--- config.mk ---
export PLATFORM = sky130hd
export DESIGN_NAME = sudoku_grid_loader
export DESIGN_NICKNAME = d
export VERILOG_FILES = /design/src/rtl/sudoku_pkg.sv /design/src/rtl/sudoku_char_decode.sv /design/src/rtl/sudoku_grid_loader.sv
export SDC_FILE = /design/constraint.sdc
export NUM_CORES = 1
export LEC_CHECK = 0
export CORE_MARGIN = 5
export CORE_UTILIZATION = 55
export DETAILED_ROUTE_END_ITERATION = 8
export PLACE_DENSITY = 0.83
export SLEW_MARGIN = 10
export SYNTH_ARGS = -nofsm -noshare
export SYNTH_HDL_FRONTEND = slang
export SYNTH_HIERARCHICAL = 1
export SYNTH_SLANG_ARGS = --single-unit
--- constraint.sdc ---
create_clock -name clk -period 7.7 [get_ports clk]
set_input_delay 2.31 -clock clk [delete_from_list [all_inputs] [get_ports clk]]
set_output_delay 2.31 -clock clk [all_outputs]
set_load 0.005 [all_outputs]
--- src/rtl/sudoku_pkg.sv ---
`default_nettype none
// +--------------------------------------------------------------------------+
// | sudoku_pkg : shared types, loader states and ASCII constants             |
// | Rev 1.0                                                                  |
// +--------------------------------------------------------------------------+
package sudoku_pkg;

   localparam int GRID_DIM = 9;
   localparam int CELLS    = 81;

   typedef logic [3:0] cell_t;
   typedef logic [3:0] idx_t;

   localparam logic [1:0] ST_LOAD = 2'd0;
   localparam logic [1:0] ST_TRIG = 2'd1;
   localparam logic [1:0] ST_WAIT = 2'd2;
   localparam logic [1:0] ST_DONE = 2'd3;

   localparam logic [7:0] CHAR_ZERO  = 8'h30;
   localparam logic [7:0] CHAR_ONE   = 8'h31;
   localparam logic [7:0] CHAR_NINE  = 8'h39;
   localparam logic [7:0] EMPTY_CHAR = 8'h2E;
   localparam logic [7:0] CHAR_SPACE = 8'h20;
   localparam logic [7:0] CHAR_CR    = 8'h0D;
   localparam logic [7:0] CHAR_LF    = 8'h0A;
   localparam logic [7:0] CHAR_TAB   = 8'h09;
   localparam logic [7:0] CHAR_COMMA = 8'h2C;
   localparam logic [7:0] CHAR_BAR   = 8'h7C;

endpackage
`default_nettype wire

--- src/rtl/sudoku_char_decode.sv ---
`default_nettype none
// +--------------------------------------------------------------------------+
// | sudoku_char_decode : classifies one ASCII byte as cell, layout or bad    |
// | Rev 1.0                                                                  |
// +--------------------------------------------------------------------------+
module sudoku_char_decode
   import sudoku_pkg::*;
#(
   parameter logic [7:0] EMPTY_CHAR = sudoku_pkg::EMPTY_CHAR
)(
   input  logic [7:0] in_byte,
   output logic       is_cell,
   output logic       is_sep,
   output logic       is_bad,
   output cell_t      value
);

   always_comb begin
      is_cell = 1'b0;
      is_sep  = 1'b0;
      value   = '0;
      if (in_byte >= CHAR_ONE && in_byte <= CHAR_NINE) begin
         is_cell = 1'b1;
         value   = in_byte[3:0];
      end else if (in_byte == CHAR_ZERO || in_byte == EMPTY_CHAR) begin
         is_cell = 1'b1;
      end else begin
         case (in_byte)
            CHAR_SPACE, CHAR_CR, CHAR_LF,
            CHAR_TAB, CHAR_COMMA, CHAR_BAR: is_sep = 1'b1;
            default:                        is_sep = 1'b0;
         endcase
      end
   end

   assign is_bad = !is_cell && !is_sep;

endmodule
`default_nettype wire

--- src/rtl/sudoku_grid_loader.sv ---
`default_nettype none
// +--------------------------------------------------------------------------+
// | sudoku_grid_loader : ASCII stream to 9x9 cell writes, then awaits check  |
// | Option: SUDOKU_LOADER_AUTOCHECK_EN enables the automatic trigger state   |
// | Rev 1.0                                                                  |
// +--------------------------------------------------------------------------+
module sudoku_grid_loader
   import sudoku_pkg::*;
#(
   parameter int         CELLS      = 81,
   parameter logic [7:0] EMPTY_CHAR = sudoku_pkg::EMPTY_CHAR
)(
   input  logic       clk,
   input  logic       rst_n,
   input  logic [7:0] in_data,
   input  logic       in_valid,
   output logic       in_ready,
   output logic       cell_we,
   output logic [3:0] cell_row,
   output logic [3:0] cell_col,
   output logic [3:0] cell_val,
   output logic       check_trigger,
   input  logic       check_done,
   input  logic       check_err,
   output logic       grid_full,
   output logic       result_valid,
   output logic       result_err,
   output logic       char_err,
   input  logic       restart
);

   localparam logic [6:0] c_last_cell = 7'(CELLS - 1);
   localparam idx_t       c_last_idx  = idx_t'(GRID_DIM - 1);

   logic [1:0] r_state;
   idx_t       r_row;
   idx_t       r_col;
   logic [6:0] r_count;
   logic       r_filled;
   logic       r_armed;
   logic       r_cell_we;
   idx_t       r_cell_row;
   idx_t       r_cell_col;
   cell_t      r_cell_val;
   logic       r_grid_full;
   logic       r_result_valid;
   logic       r_result_err;
   logic       r_char_err;

   logic       w_is_cell;
   logic       w_is_sep;
   logic       w_is_bad;
   cell_t      w_value;
   logic       w_accept;

   sudoku_char_decode #(
      .EMPTY_CHAR (EMPTY_CHAR)
   ) u_decode (
      .in_byte (in_data),
      .is_cell (w_is_cell),
      .is_sep  (w_is_sep),
      .is_bad  (w_is_bad),
      .value   (w_value)
   );

   // r_filled closes the input as soon as the last cell byte is taken,
   // so nothing slips in during the final strobe cycle.
   assign in_ready = (r_state == ST_LOAD) && !r_filled && !restart;
   assign w_accept = in_valid && in_ready;

   always_ff @(posedge clk) begin
      if (!rst_n) begin
         r_state        <= ST_LOAD;
         r_row          <= '0;
         r_col          <= '0;
         r_count        <= '0;
         r_filled       <= 1'b0;
         r_armed        <= 1'b0;
         r_cell_we      <= 1'b0;
         r_cell_row     <= '0;
         r_cell_col     <= '0;
         r_cell_val     <= '0;
         r_grid_full    <= 1'b0;
         r_result_valid <= 1'b0;
         r_result_err   <= 1'b0;
         r_char_err     <= 1'b0;
      end else if (restart) begin
         r_state        <= ST_LOAD;
         r_row          <= '0;
         r_col          <= '0;
         r_count        <= '0;
         r_filled       <= 1'b0;
         r_armed        <= 1'b0;
         r_cell_we      <= 1'b0;
         r_grid_full    <= 1'b0;
         r_result_valid <= 1'b0;
         r_result_err   <= 1'b0;
         r_char_err     <= 1'b0;
      end else begin
         r_cell_we <= 1'b0;
         case (r_state)
            ST_LOAD: begin
               if (w_accept) begin
                  case ({w_is_cell, w_is_sep, w_is_bad})
                     3'b100: begin
                        r_cell_we  <= 1'b1;
                        r_cell_row <= r_row;
                        r_cell_col <= r_col;
                        r_cell_val <= w_value;
                        if (r_col == c_last_idx) begin
                           r_col <= '0;
                           r_row <= r_row + 1'b1;
                        end else begin
                           r_col <= r_col + 1'b1;
                        end
                        r_count <= r_count + 1'b1;
                        if (r_count == c_last_cell) r_filled <= 1'b1;
                     end
                     3'b010:  begin end
                     default: r_char_err <= 1'b1;
                  endcase
               end
               if (r_filled) begin
                  r_grid_full <= 1'b1;
                  r_armed     <= 1'b0;
`ifdef SUDOKU_LOADER_AUTOCHECK_EN
                  r_state     <= ST_TRIG;
`else
                  r_state     <= ST_WAIT;
`endif
               end
            end
`ifdef SUDOKU_LOADER_AUTOCHECK_EN
            ST_TRIG: r_state <= ST_WAIT;
`endif
            ST_WAIT: begin
               // First WAIT cycle only arms, so a done level left over from
               // the previous run is never taken as this grid's result.
               if (!r_armed) begin
                  r_armed <= 1'b1;
               end else if (check_done) begin
                  r_result_valid <= 1'b1;
                  r_result_err   <= check_err;
                  r_state        <= ST_DONE;
               end
            end
            ST_DONE: r_state <= ST_DONE;
            default: r_state <= ST_LOAD;
         endcase
      end
   end

`ifdef SUDOKU_LOADER_AUTOCHECK_EN
   assign check_trigger = (r_state == ST_TRIG);
`else
   assign check_trigger = 1'b0;
`endif

   assign cell_we      = r_cell_we;
   assign cell_row     = r_cell_row;
   assign cell_col     = r_cell_col;
   assign cell_val     = r_cell_val;
   assign grid_full    = r_grid_full;
   assign result_valid = r_result_valid;
   assign result_err   = r_result_err;
   assign char_err     = r_char_err;

endmodule
`default_nettype wire

Word level (Yosys, flattened, before mapping). Index checks and enable logic that the tools add are counted.

Bits in registers: 36. Latch bits: 0. Bits in writable memories: 0. Bits in read-only memories: 0. Input bits: 14. Word-level logic and storage cells: 80. Memories kept: 0.

Add/sub/neg operators: 3. Multipliers: 0. Divide/modulo/power cells: 0. Magnitude comparators: 2. Equal/unequal tests: 17. Shift-type cells: 0. Mux-type cells: 14. Bitwise logic cells: 5. Reduce and logical (&&, ||, !) cells: 25.

Operators with widths (count): equality test 8 x 6 -> 1 bit (second input constant) (4); equality test 8 x 4 -> 1 bit (second input constant) (3); AND reduction 3 bit (4); AND reduction 4 bit (3); adder 4 x 1 -> 4 bit (second input constant) (2); equality test 8 x 7 -> 1 bit (second input constant) (1); >= comparator 8 x 6 -> 1 bit (second input constant) (1); <= comparator 8 x 6 -> 1 bit (second input constant) (1); two-way mux 4 bit (2); adder 7 x 1 -> 7 bit (second input constant) (1); equality test 7 bit (second input constant) (1); two-way mux 1 bit (7); two-way mux 2 bit (3); != test 2 bit (second input constant) (3); case mux 2 bit (3 select lines) (1); OR reduction 6 bit (1); logical AND 1 bit (5); inverter 1 bit (5); equality test 2 bit (second input constant) (2); equality test 4 bit (second input constant) (1); logical NOT 1 bit (4); AND reduction 2 bit (2); OR reduction 2 bit (2); OR reduction 4 bit (1); 6 further kinds (6).

Longest topological paths before layout.
Word-level depth: 11. Gate-level depth with buffers: 8. Depth with buffers taken out: 6.

Cells and area by module. Netlist, hierarchy kept.

Modules (own cells, without submodules): sudoku_grid_loader (instances 1, cells each 194, area each 1737.9 um^2, seq. area each 720.7 um^2); sudoku_char_decode (instances 1, cells each 24, area each 178.9 um^2, seq. area each 0.0 um^2).

Worst setup path before layout. No wires, ideal clock.

Path type: input to output. Start point: in restart. End point: out in_ready. Data arrival time: 3.054 ns. Setup slack: 2.336 ns. Stages: 4. Cells stage by stage: or4_4 inv_2 buf_6 buf_6.

Longest elaborated chain between the ends: 2.

Ends and longest elaborated chain: start: declaration (line sudoku_grid_loader.sv:29) `input logic restart`; logical NOT 1 bit (line sudoku_grid_loader.sv:68) `assign in_ready = (r_state == ST_LOAD) && !r_filled && !restart;`; logical AND 1 bit (line sudoku_grid_loader.sv:68); end: declaration (line sudoku_grid_loader.sv:17) `output logic in_ready,`.

Every way passes these cells.

Worst setup path in the final report. Ends and elaborated chain as after synthesis.

==> flow_summary.yaml <==
outcome:
  status: "finished clean"
timing:
  tightest_slew_ps: 856
  finalSetupViolations: 0
  finalHoldViolations: 0
  rsz0062_at_grt: "no"
  max_freq_mhz: 160
  relSlewSlack_pct: 42.9
  drv_slew: 0
  finalSetupTns_ps: 0
  holdWs_ps: 455
  min_period_ps: 6250
  post-route-period-util_pct: 81.2
  finClkSkew_ps: 10.8
synth:
  ys_top_cells_by_area: "dfxtp_1 38%, o31ai_1 6.3%, a21oi_1 5.7%"
  ys_seq_area_share_pct: 37.6
  async_flop_share_pct: 0
  avgSynthCellArea_um2: 8.79
  synth.top_cell.area_share_pct: 37.6
  synth_area_mm2: 0.00192
  ys_ff_latch: 36
  synth.distinct_cells: 51
  synth_ff_type: "dfxtp_1"
  synth_top_area_cell: "dfxtp_1"
  synth_cells: 218
  synth_edf_count: 0
  yosysWarnings: 6
  syn_nets: 237
die:
  rows: 21
  dieHeight_um: 69.0
  fp.coreArea_mm2: 0.00336
  die-area_mm2: 0.00477
  die_x_um: 69.0
  ioPinCount: 33
  start_util_pct: 57.0
pwr:
  static-leakage-power_nw: 0.788
  irDropWorstVdd_v: 0.000104
  switchingPower_mw: 0.0795
  pwr-share-comb_pct: 8.9
  pwr-share-clk_pct: 33.4
  power-per-cell-area_mw_per_mm2: 142
  totalPowerFinal_mw: 0.323
  intPower_mw: 0.243
  p_seq_share_pct: 57.8
  netSwitchingFraction_pct: 24.6
clocking:
  clock_latency_ps: 350
  clk_path_buf_depth: 2
  cts_buffers: 5
  cts_num_sinks: 36
  cts_hold_buf: 0
  cts-root-buf: "clkbuf_4"
  clk_pin_slew_ps: 110
  cts_tree: "built"
  cts_max_level: 2
  cts-resized-gates: 0
  post-cts-setup-buffers: 0
global_route:
  grt_start_max_net_pins: 29
  globalRoute.totalOverflow: 0
  grt_pass1_vias: 1563
  grt.total_usage_pct: 17.9
  grt_antenna_before_repair: 0
  grt_pass1_wl_um: 7110
worst_setup_path:
  cp-end-kind: "output port"
  path_cells: "clkdlybuf4s50_1, or4_4, inv_2, clkdlybuf4s50_1"
  worstSetupStartpoint: "restart"
  crit_top_cell: "clkdlybuf4s50_1"
  worst_path_largest_cell_delay_ps: 580
  worstSetupStartpointType: "input port"
  cp.arrival_ps: 3940
  required_ps: 5390
  slowest_stage: "or4_4"
  path_max_fanout: 21
  worstReg2RegStart: "r_filled"
  crit_type: "in -> out"
layout:
  fin_cells: 288
  drive_above_1_share_pct: 9.50
  areaGrowthSynthToFinish_pct: 18.8
  antenna_cells: 0
  stdcell_area_mm2: 0.00228
  nets: 260
place:
  placed_area_mm2: 0.00222
  io_buffers: 31
  dpl.cell_count: 280
  gp_congestion: 0.780
  place_hpwl_um: 2800
drt:
  drtPass1Iterations: 4
  viasPerCell: 5.90
  drc: 0
  wl_per_cell_um: 14.5
  ant_nets: 0
  drt_iter0_markers: 92
  wl_um: 4180
  num_vias: 1698
worst_hold_path:
  hold_path_class: "reg -> reg"
  hold_start: "result_valid"
flow_run:
  cap_viol_max_count: 0
-- path summary, 6_finish.rpt --
check                                     to  slack [ps]  depth (start not counted)
worst max-delay path                in_ready        1450                          4
worst min-delay path            result_valid         450                          2
worst max register to register      r_col[3]        5730                          5
worst min register to register  result_valid         450                          2
-- layer usage --
layer	GRT usage (%)	up-vias	part of all wire, %
li1	-	853	-
met1	23.0	811	49
met2	27.9	27	46
met3	4.51	7	3.6
met4	8.68	0	1.8
met5	0	-	0
-- cells in the final DEF (no fill, tap or decap), types with 2 or more instances in the layout --
master,instances
buf_4,2
clkbuf_4,5
a31o_2,3
inv_1,13
clkdlybuf4s50_1,31
a311oi_1,3
o21ai_0,2
nor2b_1,3
o211ai_1,2
a32o_1,2
nand3_1,17
ha_1,5
dfxtp_1,36
nor2_1,7
o41ai_1,2
nand2b_1,6
nor3b_1,2
o31ai_1,16
and2_1,4
or3b_2,2
nand4b_1,2
nor3_1,2
nand2_1,7
clkbuf_1,2
nor4_2,2
and3_1,6
mux2i_1,6
nand4_1,7
a21oi_1,22
-- worst max-delay path: cells and delay by family --
| family | cells | cell delay, ps |
|---|---|---|
| buffers and inverters | 3 | 1040 |
| AND/OR/NAND/NOR | 1 | 580 |
-- cells in the mapped netlist, types with 3 or more instances --
cell type,n
mux2i_1,6
ha_1,5
nor2_1,7
inv_1,13
nand4_1,7
clkbuf_1,7
nand3_1,17
a21oi_1,22
buf_2,5
nand2b_1,6
buf_6,3
nand2_1,7
nor2b_1,3
and3_1,6
o31ai_1,16
a31o_2,3
a311oi_1,3
dfxtp_1,36
and2_1,4
-- through the flow --
step,setup WS (ps),utilization (%)
2_1_floorplan,2340,-
5_1_grt,1400,67.7
3_3_place_gp,1460,66.0
3_5_place_dp,1460,66.0
6_report,1450,67.7
4_1_cts,1450,67.7
-- power groups by stage --
stage	clock network, mW	registers (mW)	logic, mW
2_1_floorplan	0	0.191	0.0171
3_3_place_gp	0	0.191	0.0281
3_5_place_dp	0	0.191	0.0283
4_1_cts	0.110	0.186	0.0285
5_1_grt	0.117	0.186	0.0311
6_report	0.108	0.186	0.0286
-- final cells by class --
type / instances / area (um^2)
multi-input cells: 151 / 1060
clock buffers: 8 / 58.8
fillers: 306 / 1090
flip-flops and latches: 36 / 721
inverters: 14 / 52.6
repair buffers: 33 / 325
well taps: 46 / 57.6
-- sequential cells by signal (all words and copies together), names as in the netlist --
register	cells
r_state	2
cell_val	4
r_col	4
result_valid	1
result_err	1
cell_we	1
r_row	4
char_err	1
r_filled	1
cell_row	4
r_count	7
cell_col	4
r_armed	1
grid_full	1
-- kinds of logic (layout without fill, tap and decap cells) --
| group | count (synthesis) | after routing | share of synthesized area, % |
|---|---|---|---|
| AND/OR/NAND/NOR | 78 | 78 | 25.5 |
| AO/OA/AOI/OAI | 59 | 59 | 21.7 |
| flip-flops | 36 | 36 | 37.6 |
| buffers and inverters | 31 | 55 | 7.77 |
| multiplexers | 6 | 6 | 3.13 |
| adder cells (fa/ha/maj) | 5 | 5 | 3.26 |
| XOR/XNOR | 2 | 2 | 0.914 |
| other | 1 | 1 | 0.196 |
Power figures use the tool's default switching activity.
